<file path="src/rtl/mem_arbiter_if.sv">
// Bus bundle between the LSU ports, the arbiter and the data-memory channel.
// Consumer buses are packed with consumer i at bits [i*W +: W].
interface mem_arbiter_if #(
    parameter int NUM_CONSUMERS = 4,
    parameter int ADDR_BITS     = 8,
    parameter int DATA_BITS     = 8
);
    logic [NUM_CONSUMERS-1:0]           consumer_read_valid;
    logic [NUM_CONSUMERS*ADDR_BITS-1:0] consumer_read_address;
    logic [NUM_CONSUMERS-1:0]           consumer_read_ready;
    logic [NUM_CONSUMERS*DATA_BITS-1:0] consumer_read_data;
    logic [NUM_CONSUMERS-1:0]           consumer_write_valid;
    logic [NUM_CONSUMERS*ADDR_BITS-1:0] consumer_write_address;
    logic [NUM_CONSUMERS*DATA_BITS-1:0] consumer_write_data;
    logic [NUM_CONSUMERS-1:0]           consumer_write_ready;

    logic                               mem_read_valid;
    logic [ADDR_BITS-1:0]               mem_read_address;
    logic                               mem_read_ready;
    logic [DATA_BITS-1:0]               mem_read_data;
    logic                               mem_write_valid;
    logic [ADDR_BITS-1:0]               mem_write_address;
    logic [DATA_BITS-1:0]               mem_write_data;
    logic                               mem_write_ready;

    // Arbiter view: takes LSU requests and memory completions, drives the rest.
    modport slave (
        input  consumer_read_valid, consumer_read_address,
        input  consumer_write_valid, consumer_write_address, consumer_write_data,
        input  mem_read_ready, mem_read_data, mem_write_ready,
        output consumer_read_ready, consumer_read_data, consumer_write_ready,
        output mem_read_valid, mem_read_address,
        output mem_write_valid, mem_write_address, mem_write_data
    );

    // Environment view: LSUs plus the memory model.
    modport master (
        output consumer_read_valid, consumer_read_address,
        output consumer_write_valid, consumer_write_address, consumer_write_data,
        output mem_read_ready, mem_read_data, mem_write_ready,
        input  consumer_read_ready, consumer_read_data, consumer_write_ready,
        input  mem_read_valid, mem_read_address,
        input  mem_write_valid, mem_write_address, mem_write_data
    );
endinterface

</file>
<file path="src/rtl/mem_arbiter.sv">
// Round-robin arbiter sharing one data-memory channel between NUM_CONSUMERS
// LSU ports. One transaction in flight at a time; every output is registered.
//
// state      | meaning
// -----------+-----------------------------------------------------------
// IDLE       | pick next requester at/after rr_ptr, latch its request
// READ_WAIT  | memory read issued, waiting for mem_read_ready
// WRITE_WAIT | memory write issued, waiting for mem_write_ready
// RELAY      | consumer ready held until the granted valid drops
module mem_arbiter #(
    parameter int NUM_CONSUMERS = 4,
    parameter int ADDR_BITS     = 8,
    parameter int DATA_BITS     = 8
) (
    input  logic         clk,
    input  logic         reset,
    mem_arbiter_if.slave bus
);
    localparam int IDX_BITS = (NUM_CONSUMERS > 1) ? $clog2(NUM_CONSUMERS) : 1;
    localparam logic [IDX_BITS-1:0] LAST_IDX = IDX_BITS'(NUM_CONSUMERS - 1);

    typedef enum logic [1:0] {
        IDLE       = 2'd0,
        READ_WAIT  = 2'd1,
        WRITE_WAIT = 2'd2,
        RELAY      = 2'd3
    } state_t;

    state_t state_q, state_d;

    logic [IDX_BITS-1:0]                grant_q, grant_d;
    logic [IDX_BITS-1:0]                rr_ptr_q, rr_ptr_d;
    logic                               is_write_q, is_write_d;

    logic                               mem_read_valid_q, mem_read_valid_d;
    logic [ADDR_BITS-1:0]               mem_read_address_q, mem_read_address_d;
    logic                               mem_write_valid_q, mem_write_valid_d;
    logic [ADDR_BITS-1:0]               mem_write_address_q, mem_write_address_d;
    logic [DATA_BITS-1:0]               mem_write_data_q, mem_write_data_d;
    logic [NUM_CONSUMERS-1:0]           read_ready_q, read_ready_d;
    logic [NUM_CONSUMERS-1:0]           write_ready_q, write_ready_d;
    logic [NUM_CONSUMERS*DATA_BITS-1:0] read_data_q, read_data_d;

    logic [NUM_CONSUMERS-1:0]           request;
    logic                               pick_found;
    logic [IDX_BITS-1:0]                pick_idx;
    logic                               pick_is_read;
    logic                               granted_valid;
    logic [IDX_BITS-1:0]                grant_next;
    int                                 pick_abase;
    int                                 pick_dbase;
    int                                 grant_dbase;

    assign request       = bus.consumer_read_valid | bus.consumer_write_valid;
    assign pick_is_read  = bus.consumer_read_valid[pick_idx];
    assign granted_valid = is_write_q ? bus.consumer_write_valid[grant_q]
                                      : bus.consumer_read_valid[grant_q];
    assign grant_next    = (grant_q == LAST_IDX) ? '0 : grant_q + IDX_BITS'(1);
    assign pick_abase    = int'(pick_idx) * ADDR_BITS;
    assign pick_dbase    = int'(pick_idx) * DATA_BITS;
    assign grant_dbase   = int'(grant_q) * DATA_BITS;

    // First requester at or after rr_ptr, scanning upward with wrap.
    always_comb begin
        int cand;
        logic [IDX_BITS-1:0] cand_idx;
        pick_found = 1'b0;
        pick_idx   = '0;
        cand       = 0;
        cand_idx   = '0;
        for (int k = 0; k < NUM_CONSUMERS; k++) begin
            cand     = (int'(rr_ptr_q) + k) % NUM_CONSUMERS;
            cand_idx = IDX_BITS'(cand);
            if (!pick_found && request[cand_idx]) begin
                pick_found = 1'b1;
                pick_idx   = cand_idx;
            end
        end
    end

    // State register.
    always_ff @(posedge clk or posedge reset) begin
        if (reset) begin
            state_q <= IDLE;
        end else begin
            state_q <= state_d;
        end
    end

    // Next-state decode; memory readies only matter in the matching WAIT state.
    always_comb begin
        state_d = state_q;
        case (state_q)
            IDLE: begin
                if (pick_found) begin
                    state_d = pick_is_read ? READ_WAIT : WRITE_WAIT;
                end
            end
            READ_WAIT: begin
                if (bus.mem_read_ready) begin
                    state_d = RELAY;
                end
            end
            WRITE_WAIT: begin
                if (bus.mem_write_ready) begin
                    state_d = RELAY;
                end
            end
            RELAY: begin
                if (!granted_valid) begin
                    state_d = IDLE;
                end
            end
            default: state_d = IDLE;
        endcase
    end

    // Next values of the registered outputs and arbitration bookkeeping.
    always_comb begin
        grant_d             = grant_q;
        rr_ptr_d            = rr_ptr_q;
        is_write_d          = is_write_q;
        mem_read_valid_d    = mem_read_valid_q;
        mem_read_address_d  = mem_read_address_q;
        mem_write_valid_d   = mem_write_valid_q;
        mem_write_address_d = mem_write_address_q;
        mem_write_data_d    = mem_write_data_q;
        read_ready_d        = read_ready_q;
        write_ready_d       = write_ready_q;
        read_data_d         = read_data_q;
        case (state_q)
            IDLE: begin
                if (pick_found) begin
                    grant_d = pick_idx;
                    // Read wins when one consumer raises both valids.
                    if (pick_is_read) begin
                        is_write_d         = 1'b0;
                        mem_read_valid_d   = 1'b1;
                        mem_read_address_d =
                            bus.consumer_read_address[pick_abase +: ADDR_BITS];
                    end else begin
                        is_write_d          = 1'b1;
                        mem_write_valid_d   = 1'b1;
                        mem_write_address_d =
                            bus.consumer_write_address[pick_abase +: ADDR_BITS];
                        mem_write_data_d    =
                            bus.consumer_write_data[pick_dbase +: DATA_BITS];
                    end
                end
            end
            READ_WAIT: begin
                if (bus.mem_read_ready) begin
                    mem_read_valid_d = 1'b0;
                    read_data_d[grant_dbase +: DATA_BITS] = bus.mem_read_data;
                    read_ready_d[grant_q] = 1'b1;
                end
            end
            WRITE_WAIT: begin
                if (bus.mem_write_ready) begin
                    mem_write_valid_d      = 1'b0;
                    write_ready_d[grant_q] = 1'b1;
                end
            end
            RELAY: begin
                // Waiting for valid to drop keeps a slow LSU from being re-serviced.
                if (!granted_valid) begin
                    read_ready_d  = '0;
                    write_ready_d = '0;
                    rr_ptr_d      = grant_next;
                end
            end
            default: ;
        endcase
    end

    // Datapath registers; reset abandons any in-flight transaction.
    always_ff @(posedge clk or posedge reset) begin
        if (reset) begin
            grant_q             <= '0;
            rr_ptr_q            <= '0;
            is_write_q          <= 1'b0;
            mem_read_valid_q    <= 1'b0;
            mem_read_address_q  <= '0;
            mem_write_valid_q   <= 1'b0;
            mem_write_address_q <= '0;
            mem_write_data_q    <= '0;
            read_ready_q        <= '0;
            write_ready_q       <= '0;
            read_data_q         <= '0;
        end else begin
            grant_q             <= grant_d;
            rr_ptr_q            <= rr_ptr_d;
            is_write_q          <= is_write_d;
            mem_read_valid_q    <= mem_read_valid_d;
            mem_read_address_q  <= mem_read_address_d;
            mem_write_valid_q   <= mem_write_valid_d;
            mem_write_address_q <= mem_write_address_d;
            mem_write_data_q    <= mem_write_data_d;
            read_ready_q        <= read_ready_d;
            write_ready_q       <= write_ready_d;
            read_data_q         <= read_data_d;
        end
    end

    assign bus.mem_read_valid       = mem_read_valid_q;
    assign bus.mem_read_address     = mem_read_address_q;
    assign bus.mem_write_valid      = mem_write_valid_q;
    assign bus.mem_write_address    = mem_write_address_q;
    assign bus.mem_write_data       = mem_write_data_q;
    assign bus.consumer_read_ready  = read_ready_q;
    assign bus.consumer_write_ready = write_ready_q;
    assign bus.consumer_read_data   = read_data_q;
endmodule
</file>
<file path="src/flat_wrapper.sv">
// flat-port wrapper written by rule: the top's interface ports become plain ports
module mem_arbiter_flat 
#(
    parameter int NUM_CONSUMERS = 4,
    parameter int ADDR_BITS     = 8,
    parameter int DATA_BITS     = 8
)
  (clk, reset, bus_consumer_read_valid, bus_consumer_read_address, bus_consumer_write_valid, bus_consumer_write_address, bus_consumer_write_data, bus_mem_read_ready, bus_mem_read_data, bus_mem_write_ready, bus_consumer_read_ready, bus_consumer_read_data, bus_consumer_write_ready, bus_mem_read_valid, bus_mem_read_address, bus_mem_write_valid, bus_mem_write_address, bus_mem_write_data);
  mem_arbiter_if #(.NUM_CONSUMERS(NUM_CONSUMERS), .ADDR_BITS(ADDR_BITS), .DATA_BITS(DATA_BITS)) bus_i ();
  input  logic clk;
  input  logic reset;
  input wire logic [$bits(bus_i.consumer_read_valid)-1:0] bus_consumer_read_valid;
  input wire logic [$bits(bus_i.consumer_read_address)-1:0] bus_consumer_read_address;
  input wire logic [$bits(bus_i.consumer_write_valid)-1:0] bus_consumer_write_valid;
  input wire logic [$bits(bus_i.consumer_write_address)-1:0] bus_consumer_write_address;
  input wire logic [$bits(bus_i.consumer_write_data)-1:0] bus_consumer_write_data;
  input wire logic [$bits(bus_i.mem_read_ready)-1:0] bus_mem_read_ready;
  input wire logic [$bits(bus_i.mem_read_data)-1:0] bus_mem_read_data;
  input wire logic [$bits(bus_i.mem_write_ready)-1:0] bus_mem_write_ready;
  output wire logic [$bits(bus_i.consumer_read_ready)-1:0] bus_consumer_read_ready;
  output wire logic [$bits(bus_i.consumer_read_data)-1:0] bus_consumer_read_data;
  output wire logic [$bits(bus_i.consumer_write_ready)-1:0] bus_consumer_write_ready;
  output wire logic [$bits(bus_i.mem_read_valid)-1:0] bus_mem_read_valid;
  output wire logic [$bits(bus_i.mem_read_address)-1:0] bus_mem_read_address;
  output wire logic [$bits(bus_i.mem_write_valid)-1:0] bus_mem_write_valid;
  output wire logic [$bits(bus_i.mem_write_address)-1:0] bus_mem_write_address;
  output wire logic [$bits(bus_i.mem_write_data)-1:0] bus_mem_write_data;
  assign bus_i.consumer_read_valid = bus_consumer_read_valid;
  assign bus_i.consumer_read_address = bus_consumer_read_address;
  assign bus_i.consumer_write_valid = bus_consumer_write_valid;
  assign bus_i.consumer_write_address = bus_consumer_write_address;
  assign bus_i.consumer_write_data = bus_consumer_write_data;
  assign bus_i.mem_read_ready = bus_mem_read_ready;
  assign bus_i.mem_read_data = bus_mem_read_data;
  assign bus_i.mem_write_ready = bus_mem_write_ready;
  assign bus_consumer_read_ready = bus_i.consumer_read_ready;
  assign bus_consumer_read_data = bus_i.consumer_read_data;
  assign bus_consumer_write_ready = bus_i.consumer_write_ready;
  assign bus_mem_read_valid = bus_i.mem_read_valid;
  assign bus_mem_read_address = bus_i.mem_read_address;
  assign bus_mem_write_valid = bus_i.mem_write_valid;
  assign bus_mem_write_address = bus_i.mem_write_address;
  assign bus_mem_write_data = bus_i.mem_write_data;
  mem_arbiter #(.NUM_CONSUMERS(NUM_CONSUMERS), .ADDR_BITS(ADDR_BITS), .DATA_BITS(DATA_BITS)) u_core (.clk(clk), .reset(reset), .bus(bus_i));
endmodule
</file>
<file path="config.mk">
export PLATFORM = sky130hd
export DESIGN_NAME = mem_arbiter_flat
export DESIGN_NICKNAME = d
export VERILOG_FILES = /design/src/rtl/mem_arbiter_if.sv /design/src/rtl/mem_arbiter.sv /design/src/flat_wrapper.sv
export SDC_FILE = /design/constraint.sdc
export NUM_CORES = 1
export LEC_CHECK = 0
export ABC_AREA = 1
export CORE_MARGIN = 2
export CORE_UTILIZATION = 47
export CTS_CLUSTER_DIAMETER = 120
export DETAILED_ROUTE_END_ITERATION = 10
export GPL_TIMING_DRIVEN = 0
export PLACE_DENSITY = 0.86
export SYNTH_ARGS = -nofsm -noshare
export SYNTH_HDL_FRONTEND = slang
export SYNTH_SLANG_ARGS = --single-unit
</file>
<file path="constraint.sdc">
create_clock -name clk -period 5.9 [get_ports clk]
set_input_delay 1.77 -clock clk [delete_from_list [all_inputs] [get_ports clk]]
set_output_delay 1.77 -clock clk [all_outputs]
set_load 0.005 [all_outputs]
</file>
==> impl_metrics.yaml <==
run_status:
  status: "completed"
clock_network:
  post-cts-setup-buffers: 0
  clockBufferDepth: 2
  clock-root-buffer: "clkbuf_8"
  numCtsBuffers: 9
  clk_latency_ns: 0.36
  h-tree-depth: 3
  clk_pin_slew_worst_paths_ns: 0.08
  cts_hold_buf: 0
  cts_tree: "yes"
  cts_sinks: 73
  ctsResizeCount: 0
placement:
  dp.cells: 923
  gp_congestion: 0.9190
  place_hpwl_um: 11140
  port-buffer-count: 181
timing:
  fmax_mhz: 259.5
  setup_viol: 0
  finClkSkew_ns: 0.01092
  relSlewSlack_pct: 39.78
  worst_pin_slew_ns: 0.9032
  holdWs_ns: 0.4800
  slew_violations: 0
  finalCritPeriodShare_pct: 65.31
  post-route-min-period_ns: 3.853
  hold_viol_final: 0
  rsz0062_at_grt: "false"
  finalSetupTns_ns: 0
global_routing:
  grtUsageTotal_pct: 28.15
  grt_max_degree: 74
  grt_antenna_before_repair: 0
  grt_remaining_overflow: 0
  grt_pass1_vias: 4947
  grt_pass1_wl_um: 23070
die:
  io_pins: 182
  initial_utilization_pct: 48.37
  dieArea_mm2: 0.01031
  row_count: 35
  die_y_um: 101.5
  die_w_um: 101.5
  core_mm2: 0.009240
worst_setup_path:
  critical_path.max_stage_delay_ns: 0.49
  critPathKind: "input pin to flip-flop"
  start_kind: "input pin"
  cpMostUsedCell: "nand2_1"
  crit_chain: "clkdlybuf4s50_1, nor2_1, nand2_1, nand3_1, nand2_2, nor2_4, nand4_1, nand2_4, clkbuf_1, o21ai_0, o22ai_1, nand2_1, nand2_1"
  worstPathMaxFanout: 10
  worstPathRequired_ns: 6.20
  cp-end-kind: "flip-flop"
  critPathArrivalTime_ns: 4.15
  cp_slowest_cell: "clkdlybuf4s50_1"
  r2r-start: "u_core.grant_q[0]"
  r2r_slack_ns: 3.33
  timing.rr.end: "u_core.bus.consumer_read_data[11]"
  rr_worst_depth: 8
synthesis:
  synth.area.top_cells: "dfrtp_1 41%, nand2_1 13%, o21ai_0 9.3%"
  synth_cell_types: 31
  yosys.area.top_type: "dfrtp_1"
  synthFlopType: "dfrtp_1"
  netlist_area_mm2: 0.004469
  yosysMostFrequentCell: "nand2_1"
  synth_edf_count: 0
  ys_seq_elements: 73
  yosys_warnings: 0
  yosysSeqAreaShare_pct: 40.87
  synthCells: 613
  syn-num-nets: 742
  synth.top_cell.area_share_pct: 40.87
  ys_top_cells_by_count: "149 x nand2_1, 83 x o21ai_0, 73 x dfrtp_1, 73 x nor2_1, 49 x inv_1"
  async_flop_share_pct: 100.0
  syn_area_per_cell_um2: 7.291
layout:
  nets: 934
  drive_above_1_share_pct: 7.407
  syn_to_final_growth_pct: 48.82
  instances_no_fill: 939
  n_antenna_cell: 0
power:
  ir_drop_v: 0.0003617
  finalPower_w: 0.003838
  p_per_area_mw_per_mm2: 577.1
  p_leak_nw: 3.140
detailed_routing:
  antenna_left: 0
  wl_per_cell_um: 15.25
  firstDrtPassIters: 5
  routed_wl_um: 14320
  vias_per_cell: 5.361
  drc: 0
  drtIter0Drc: 308
  dr_total_vias: 5034
min_path:
  min_delay_worst_endpoint: "u_core.bus.mem_read_valid"
  min_from: "u_core.bus.mem_read_valid"
  whs_path_depth: 2
  hp-class: "flip-flop to flip-flop"
run:
  maxCapViolCount: 0
flip-flops by register name, indices dropped and copies added, names as in the netlist, 4 cells and up:
register	flops
u_core.bus.mem_write_data	8
u_core.bus.consumer_read_data	32
u_core.bus.mem_write_address	8
u_core.bus.mem_read_address	8
u_core.bus.consumer_read_ready	4
u_core.bus.consumer_write_ready	4
kinds of logic after synthesis:
| logic type | Yosys count | share of synthesized area, % |
|---|---|---|
| simple gates | 288 | 28.36 |
| compound gates | 155 | 18.84 |
| buf+inv | 84 | 8.287 |
| flops | 73 | 40.87 |
| fa+ha+maj | 13 | 3.640 |
layer usage:
layer,wire [µm],track usage [%],vias to the layer above
li1,-,-,2415
met1,5580,33.63,2311
met2,7195,49.29,273
met3,1120,6.418,35
met4,427,10.60,0
met5,0,0,-
stage by stage:
step / cell area [µm²] / util (%) / setup slack [ns]
floorplan: 4469 / - / 2.277
global placement: 6442 / 69.72 / 1.191
detailed placement: 6445 / 69.75 / 1.746
CTS: 6651 / 71.98 / 2.118
global route: 6651 / 71.98 / 1.865
finish: 6651 / 71.98 / 2.047
worst max-delay path by stage:
stage,start,endpoint,slack [ns],depth (start not counted)
4_1_cts,bus_consumer_read_valid[2],u_core.bus.mem_write_address[2],2.12,13
3_3_place_gp,reset,u_core.bus.mem_read_valid,1.19,2
3_5_place_dp,bus_consumer_read_valid[0],u_core.bus.mem_write_address[2],1.75,13
5_1_grt,bus_consumer_read_valid[2],u_core.bus.mem_write_address[2],1.86,13
6_report,bus_consumer_read_valid[2],u_core.bus.mem_write_address[2],2.05,13
2_1_floorplan,reset,u_core.bus.consumer_read_data[0],2.28,1
cells in the final DEF (no fill, tap or decap), drive strengths merged:
cell type and instances:
clkdlybuf4s50 181, nand2 162, o21ai 116, nor2 75, dfrtp 73, inv 54, nand3 41, clkbuf 22
buf 20, o22ai 17, ha 13, a21oi 10, nand4 9, o41ai 8, clkinv 2, o32ai 1
nor4 1, a21boi 1, o21a 1, o31ai 1, bufinv 1, clkinvlp 1
critical path: cells and delay by family:
kind | cells | cell delay [ns]
AOI/OAI and AO/OA | 2 | 0.41
and+or+nand+nor | 9 | 1.15
buffers and inverters | 2 | 0.81
area by class of cell:
cell class,count,area [µm²]
buffer,30,165.2
clock buffer,12,155.1
clock inverter,4,51.30
fill,720,2589
inverter,54,207.7
multi-input combinational,456,2272
sequential,73,1827
tap,129,161.4
timing repair buffer,181,1812
power by group:
group	total (W)	internal, W	switching, W	leakage [nW]
logic	0.00254	0.00105	0.00150	2.09
clock network	0.000414	0.000219	0.000196	0.103
registers	0.000881	0.000738	0.000142	0.947
total	0.00384	0.00200	0.00183	3.14
(Power assumes the default switching activity.)
